**src/rtl/timn_pkg.sv**
```systemverilog
// Shared definitions for the N-channel APB timer: register map, CTRL bit layout, counting modes.
package timn_pkg;

  localparam logic [11:0] CH_STRIDE = 12'h014;

  localparam logic [11:0] OFF_LOAD  = 12'h000;
  localparam logic [11:0] OFF_CUR   = 12'h004;
  localparam logic [11:0] OFF_CTRL  = 12'h008;
  localparam logic [11:0] OFF_EOI   = 12'h00C;
  localparam logic [11:0] OFF_ISTAT = 12'h010;

  localparam logic [11:0] GLB_ISTAT_ALL = 12'h0A0;
  localparam logic [11:0] GLB_EOI_ALL   = 12'h0A4;
  localparam logic [11:0] GLB_RAW_ALL   = 12'h0A8;

  localparam int CTRL_EN      = 0;
  localparam int CTRL_MODE    = 1;
  localparam int CTRL_IMASK   = 2;
  localparam int CTRL_ONESHOT = 3;
  localparam int CTRL_W       = 4;

  typedef enum logic {
    MODE_FREE = 1'b0,
    MODE_USER = 1'b1
  } timn_mode_e;

  // Byte address of a per-channel register; channel index never exceeds 8 so 12 bits suffice.
  function automatic logic [11:0] ch_addr(input int ch, input logic [11:0] off);
    return 12'(ch) * CH_STRIDE + off;
  endfunction

endpackage

```
**src/rtl/timn_channel.sv**
```systemverilog
// One timer channel: LOAD/CTRL/CUR registers, down-counting with reload, raw interrupt and trigger pulse.
module timn_channel
  import timn_pkg::*;
#(
  parameter int CNT_W = 32
) (
  input  logic              clk_i,
  input  logic              rst_i,
  input  logic              load_we_i,
  input  logic [CNT_W-1:0]  load_wdata_i,
  input  logic              ctrl_we_i,
  input  logic [CTRL_W-1:0] ctrl_wdata_i,
  input  logic              eoi_clr_i,
  input  logic              etb_on_i,
  input  logic              etb_off_i,
  output logic [CNT_W-1:0]  load_o,
  output logic [CNT_W-1:0]  cur_o,
  output logic [CTRL_W-1:0] ctrl_o,
  output logic              raw_o,
  output logic              trig_o
);

  logic [CNT_W-1:0] load_q, load_d;
  logic [CNT_W-1:0] cur_q, cur_d;
  logic             en_q, en_d;
  timn_mode_e       mode_q, mode_d;
  logic             imask_q, imask_d;
  logic             oneshot_q, oneshot_d;
  logic             pend_q, pend_d;
  logic             raw_q, raw_d;
  logic             trig_q, trig_d;
  logic             expire;

  // pend_q marks the cycle after EN rose: CUR takes LOAD then, and expiry is not evaluated on stale CUR.
  always_comb begin
    expire    = en_q && !pend_q && (cur_q == '0);
    load_d    = load_we_i ? load_wdata_i : load_q;
    mode_d    = mode_q;
    imask_d   = imask_q;
    oneshot_d = oneshot_q;
    if (ctrl_we_i) begin
      mode_d    = timn_mode_e'(ctrl_wdata_i[CTRL_MODE]);
      imask_d   = ctrl_wdata_i[CTRL_IMASK];
      oneshot_d = ctrl_wdata_i[CTRL_ONESHOT];
    end

    en_d = en_q;
    if (etb_off_i)                en_d = 1'b0;
    else if (etb_on_i)            en_d = 1'b1;
    else if (ctrl_we_i)           en_d = ctrl_wdata_i[CTRL_EN];
    else if (expire && oneshot_q) en_d = 1'b0;
    pend_d = !en_q && en_d;

    if (pend_q)              cur_d = load_q;
    else if (expire) begin
      if (oneshot_q)                 cur_d = '0;
      else if (mode_q == MODE_USER)  cur_d = load_q;
      else                           cur_d = '1;
    end
    else if (en_q)           cur_d = cur_q - CNT_W'(1);
    else                     cur_d = cur_q;

    // A coincident expiry beats an EOI clear.
    raw_d  = expire | (raw_q & ~eoi_clr_i);
    trig_d = expire;
  end

  always_ff @(posedge clk_i) begin
    if (rst_i) begin
      load_q    <= '0;
      cur_q     <= '0;
      en_q      <= 1'b0;
      mode_q    <= MODE_FREE;
      imask_q   <= 1'b0;
      oneshot_q <= 1'b0;
      pend_q    <= 1'b0;
      raw_q     <= 1'b0;
      trig_q    <= 1'b0;
    end else begin
      load_q    <= load_d;
      cur_q     <= cur_d;
      en_q      <= en_d;
      mode_q    <= mode_d;
      imask_q   <= imask_d;
      oneshot_q <= oneshot_d;
      pend_q    <= pend_d;
      raw_q     <= raw_d;
      trig_q    <= trig_d;
    end
  end

  assign load_o = load_q;
  assign cur_o  = cur_q;
  assign ctrl_o = {oneshot_q, imask_q, mode_q, en_q};
  assign raw_o  = raw_q;
  assign trig_o = trig_q;

endmodule

```
**src/rtl/timn_apb_top.sv**
```systemverilog
// APB timer block top: address decode, read mux, global status registers, NUM_CH channels.
// Optional build macro TIMN_SEC_CHK_EN blocks non-secure accesses when tipc_trust is set.
module timn_apb_top
  import timn_pkg::*;
#(
  parameter int NUM_CH = 4,
  parameter int CNT_W  = 32
) (
  input  logic              pclk,
  input  logic              prst,
  input  logic              psel,
  input  logic              penable,
  input  logic              pwrite,
  input  logic [11:0]       paddr,
  input  logic [31:0]       pwdata,
  input  logic [2:0]        pprot,
  input  logic              tipc_trust,
  output logic [31:0]       prdata,
  input  logic [NUM_CH-1:0] etb_trig_en_on,
  input  logic [NUM_CH-1:0] etb_trig_en_off,
  output logic [NUM_CH-1:0] etb_trig,
  output logic [NUM_CH-1:0] intr
);

  logic [11:0]       addr;
  logic              access_ok;
  logic              wr_en;
  logic              rd_en;
  logic              eoi_all;
  logic [31:0]       rdata;
  logic [CNT_W-1:0]  load_v [NUM_CH];
  logic [CNT_W-1:0]  cur_v  [NUM_CH];
  logic [CTRL_W-1:0] ctrl_v [NUM_CH];
  logic [NUM_CH-1:0] raw;
  logic [NUM_CH-1:0] imask;
  logic              unused_bits;

  assign addr = {paddr[11:2], 2'b00};

`ifdef TIMN_SEC_CHK_EN
  // Trusted-only block: non-secure (pprot[1]) accesses are silently dropped; ETB inputs are unaffected.
  assign access_ok   = !(tipc_trust && pprot[1]);
  assign unused_bits = ^{paddr[1:0], pprot[2], pprot[0]};
`else
  assign access_ok   = 1'b1;
  assign unused_bits = ^{paddr[1:0], pprot, tipc_trust};
`endif

  assign wr_en   = psel && penable && pwrite && access_ok;
  assign rd_en   = psel && penable && !pwrite && access_ok;
  assign eoi_all = rd_en && (addr == GLB_EOI_ALL);

  for (genvar i = 0; i < NUM_CH; i++) begin : g_ch
    timn_channel #(
      .CNT_W(CNT_W)
    ) u_ch (
      .clk_i        (pclk),
      .rst_i        (prst),
      .load_we_i    (wr_en && (addr == ch_addr(i, OFF_LOAD))),
      .load_wdata_i (pwdata[CNT_W-1:0]),
      .ctrl_we_i    (wr_en && (addr == ch_addr(i, OFF_CTRL))),
      .ctrl_wdata_i (pwdata[CTRL_W-1:0]),
      .eoi_clr_i    (eoi_all || (rd_en && (addr == ch_addr(i, OFF_EOI)))),
      .etb_on_i     (etb_trig_en_on[i]),
      .etb_off_i    (etb_trig_en_off[i]),
      .load_o       (load_v[i]),
      .cur_o        (cur_v[i]),
      .ctrl_o       (ctrl_v[i]),
      .raw_o        (raw[i]),
      .trig_o       (etb_trig[i])
    );
    assign imask[i] = ctrl_v[i][CTRL_IMASK];
  end

  assign intr = raw & ~imask;

  // EOI registers and anything unmapped fall through to the zero default.
  always_comb begin
    rdata = '0;
    for (int i = 0; i < NUM_CH; i++) begin
      if (addr == ch_addr(i, OFF_LOAD))  rdata = 32'(load_v[i]);
      if (addr == ch_addr(i, OFF_CUR))   rdata = 32'(cur_v[i]);
      if (addr == ch_addr(i, OFF_CTRL))  rdata = 32'(ctrl_v[i]);
      if (addr == ch_addr(i, OFF_ISTAT)) rdata = 32'(intr[i]);
    end
    if (addr == GLB_ISTAT_ALL) rdata = 32'(intr);
    if (addr == GLB_RAW_ALL)   rdata = 32'(raw);
  end

  assign prdata = (psel && access_ok) ? rdata : '0;

endmodule
```
**config.mk**
```make
export PLATFORM = sky130hd
export DESIGN_NAME = timn_apb_top
export DESIGN_NICKNAME = d
export VERILOG_FILES = /design/src/rtl/timn_pkg.sv /design/src/rtl/timn_channel.sv /design/src/rtl/timn_apb_top.sv
export SDC_FILE = /design/constraint.sdc
export NUM_CORES = 1
export LEC_CHECK = 0
export CORE_MARGIN = 5
export CORE_UTILIZATION = 45
export CTS_CLUSTER_DIAMETER = 100
export DETAILED_ROUTE_END_ITERATION = 12
export PLACE_DENSITY = 0.61
export SYNTH_ARGS = -nofsm -noshare
export SYNTH_HDL_FRONTEND = slang
export SYNTH_SLANG_ARGS = --single-unit
```
**constraint.sdc**
```tcl
create_clock -name pclk -period 6.5 [get_ports pclk]
set_input_delay 1.625 -clock pclk [delete_from_list [all_inputs] [get_ports pclk]]
set_output_delay 1.625 -clock pclk [all_outputs]
set_load 0.05 [all_outputs]
```
==> results.cfg <==
[die]
die_y_um = 213
start_util_pct = 45.5
die_x_um = 213
die_area_um2 = 45300
coreArea_um2 = 40700
ios = 101
num_rows = 74

[worst_setup_path]
crit_top_cell = buf_4
crit_required_ns = 4.88
max_stage_delay_ns = 0.80
critPathKind = input pin to output port
cp.arrival_ns = 4.79
crit_path_end_kind = output port
cp_slowest_cell = clkdlybuf4s50_1
reg2reg_depth = 6
cp_max_fo = 19
worstSetupStartpointType = input pin
crit_chain = clkdlybuf4s50_1, buf_4, nor2b_1, nand2_1, nor2_1, buf_4, a211oi_1, o21ai_0, o2111a_1, buf_12

[placed_design]
place_congestion = 1.02
hpwl_mm = 55.3
port_buffers = 94
dp_cells = 3128
pre_cts_ws_ns = 0.238
placed_area_um2 = 20300

[sta]
rsz0062_at_grt = no
fin_setup_tns_ns = 0
timing.hold.ws_ns = 0.422
worstMarginPinSlew_ns = 1.27
setup_slack_ns = 0.0868
final_hold_viol_count = 0
relSlewSlack_pct = 15.4
skew_ns = 0.0134
fmax_mhz = 156
min_period_over_period_pct = 98.7
min_period_ns = 6.41
drv_slew = 0
setup_viol = 0

[run]
maxCapViolations = 0

[synthesis]
synth_area_leader_cell = dfxtp_1
synth_nets = 2720
syn_inst = 2655
synth_edf_count = 0
yosys_warnings = 0
synth-seq-area-share_pct = 30.7
syn-cell-area_um2 = 18500
synth_top_area_share_pct = 30.7
yosysMostFrequentCell = a21oi_1
ys_ff_latch = 284
synthArstFlopShare_pct = 0
synth.area.top_cells = dfxtp_1, a21oi_1, nand2_1, o21ai_0, clkbuf_1
ys_top_cells_by_count = a21oi_1, nand2_1, dfxtp_1, clkbuf_1, o21ai_0
syn_area_per_cell_um2 = 6.98
synth-main-ff-cell = dfxtp_1
synth_cell_type_count = 76

[route]
ant_nets = 0
finalWirelength_mm = 77.5
detail_route.vias_per_cell = 6.46
first_pass_iters = 6
drcViolationCount = 0
wl_per_cell_um = 24.3
route.vias.total = 20600
drt_iter0_drc = 2672

[global_routing]
grt_pass1_vias = 18600
grt_usage_pct = 33.0
grt_max_degree = 207
grt_pass1_wl_mm = 117
antenna_found_initial = 1
overflow = 0

[clocking]
cts.clk_slew.worst_paths_ns = 0.06
clockBufferDepth = 3
cts_made_buffers = 37
h-tree-depth = 2
cts_setup_buffers = 0
holdBufCountCts = 0
clock-sinks = 284
cts-root-buf = clkbuf_16
cts-resized-gates = 0
cts_tree = yes
clk_latency_ns = 0.56

[worst_hold_path]
hp-class = flop to flop
hold_path_depth = 1

[layout]
insertedDiodeCount = 0
layout.nets = 2700
seqCellArea_um2 = 5690
fill_cells = 4026
syn2layout_area_growth_pct = 15.6
drive_gt1_share_pct = 8.05
multi_input_area_um2 = 11600
final_cell_area_um2 = 21400
layoutNonFillerInstCount = 3190

[pwr]
sequentialPowerShare_pct = 39.5
static-leakage-power_uw = 0.00717
power_density_nw_per_um2 = 224
swShare_pct = 31.0
clockPowerShare_pct = 41.7
ir_worst_vdd_mv = 0.192
p_comb_share_pct = 18.8
p_int_uw = 3310
p_sw_uw = 1490

[status]
status = finished clean
[cells by family (layout without fill, tap and decap cells)]
group                      count (synthesis)  count (layout)  synth area share (%)
and+or+nand+nor                          971             971                  25.4
AOI/OAI and AO/OA                        970             970                  32.1
buffers and inverters                    333             336                  6.99
DFF                                      284             284                  30.7
xor gates and xnor gates                  72              72                  3.41
muxes                                     21              21                  1.16
adders and majority gates                  4               4                 0.270
[final cells by class]
type / instances / share of cell area, %
Sequential cell: 284 / 26.6
Inverter: 94 / 1.65
Timing Repair Buffer: 180 / 9.22
Tap cell: 532 / 3.11
Multi-Input combinational cell: 2038 / 54.1
Clock inverter: 5 / 0.269
Clock buffer: 57 / 5.05
[critical path, delay by kind of cell]
kind            cells  cell delay [ns]
buf+inv             4             1.53
simple gates        3             0.59
compound gates      3             1.00
[worst paths after layout]
path	start	end	slack (ns)
max	paddr[3]	prdata[30]	0.09
min	g_ch[1].u_ch.en_q	g_ch[1].u_ch.pend_q	0.42
max reg2reg	g_ch[2].u_ch.en_q	g_ch[2].u_ch.cur_o[24]	2.36
min reg2reg	g_ch[1].u_ch.en_q	g_ch[1].u_ch.pend_q	0.42
[stage by stage]
step                      power, µW  utilization [%]
final                          4810             52.6
after global routing           4990             52.6
after CTS                      4810             52.6
after detailed placement       2810             49.8
after global placement         2800             49.8
after floorplan                2540                -
[metal layers]
metal | share of wire (%) | GRT usage, %
met5 | 0 | 0
met4 | 2.9 | 9.03
met3 | 10 | 5.98
met2 | 43 | 49.0
met1 | 44 | 49.2
[sequential cells by signal, summed over array words and instances (netlist names)]
register / cells
g_ch.u_ch.cur_o: 128
g_ch.u_ch.en_q: 4
g_ch.u_ch.imask_q: 4
g_ch.u_ch.load_o: 128
g_ch.u_ch.mode_q: 4
g_ch.u_ch.oneshot_q: 4
g_ch.u_ch.pend_q: 4
g_ch.u_ch.raw_o: 4
g_ch.u_ch.trig_o: 4
[layout by cell type, fill, tap and decap left out, types with 8 or more instances in the layout]
cell type        instances
o41ai_1                  9
clkbuf_1                12
inv_1                   90
a221oi_1                34
o2111a_1                17
clkbuf_8                 8
mux2i_1                 17
clkdlybuf4s50_1         61
nand2b_1                16
and3_1                  26
nand4_1                 21
xnor2_1                 33
a21oi_1                412
clkbuf_16               37
dfxtp_1                282
o21a_1                  28
o22ai_1                 18
buf_4                   81
or3_1                   29
nor2_1                 160
o21ai_0                195
nor3b_1                 23
buf_12                  37
xor2_1                  39
or4_1                   18
a22o_1                  18
a31oi_1                 18
nor2b_1                 26
nor3_1                  91
nor4_1                  48
nand2_1                375
o211ai_1                43
a211oi_1                65
a2111oi_0               11
nand3_1                 83
o31ai_1                 30
a22oi_1                 15
[power by group through the flow]
stage | Sequential, µW | Combinational [µW] | Clock, µW
CTS | 1890 | 887 | 2030
global placement | 1930 | 873 | 0
detailed placement | 1930 | 882 | 0
global route | 1910 | 976 | 2110
floorplan | 1890 | 646 | 0
finish | 1900 | 904 | 2000
Note: power is estimated with default switching activity, not from simulation.
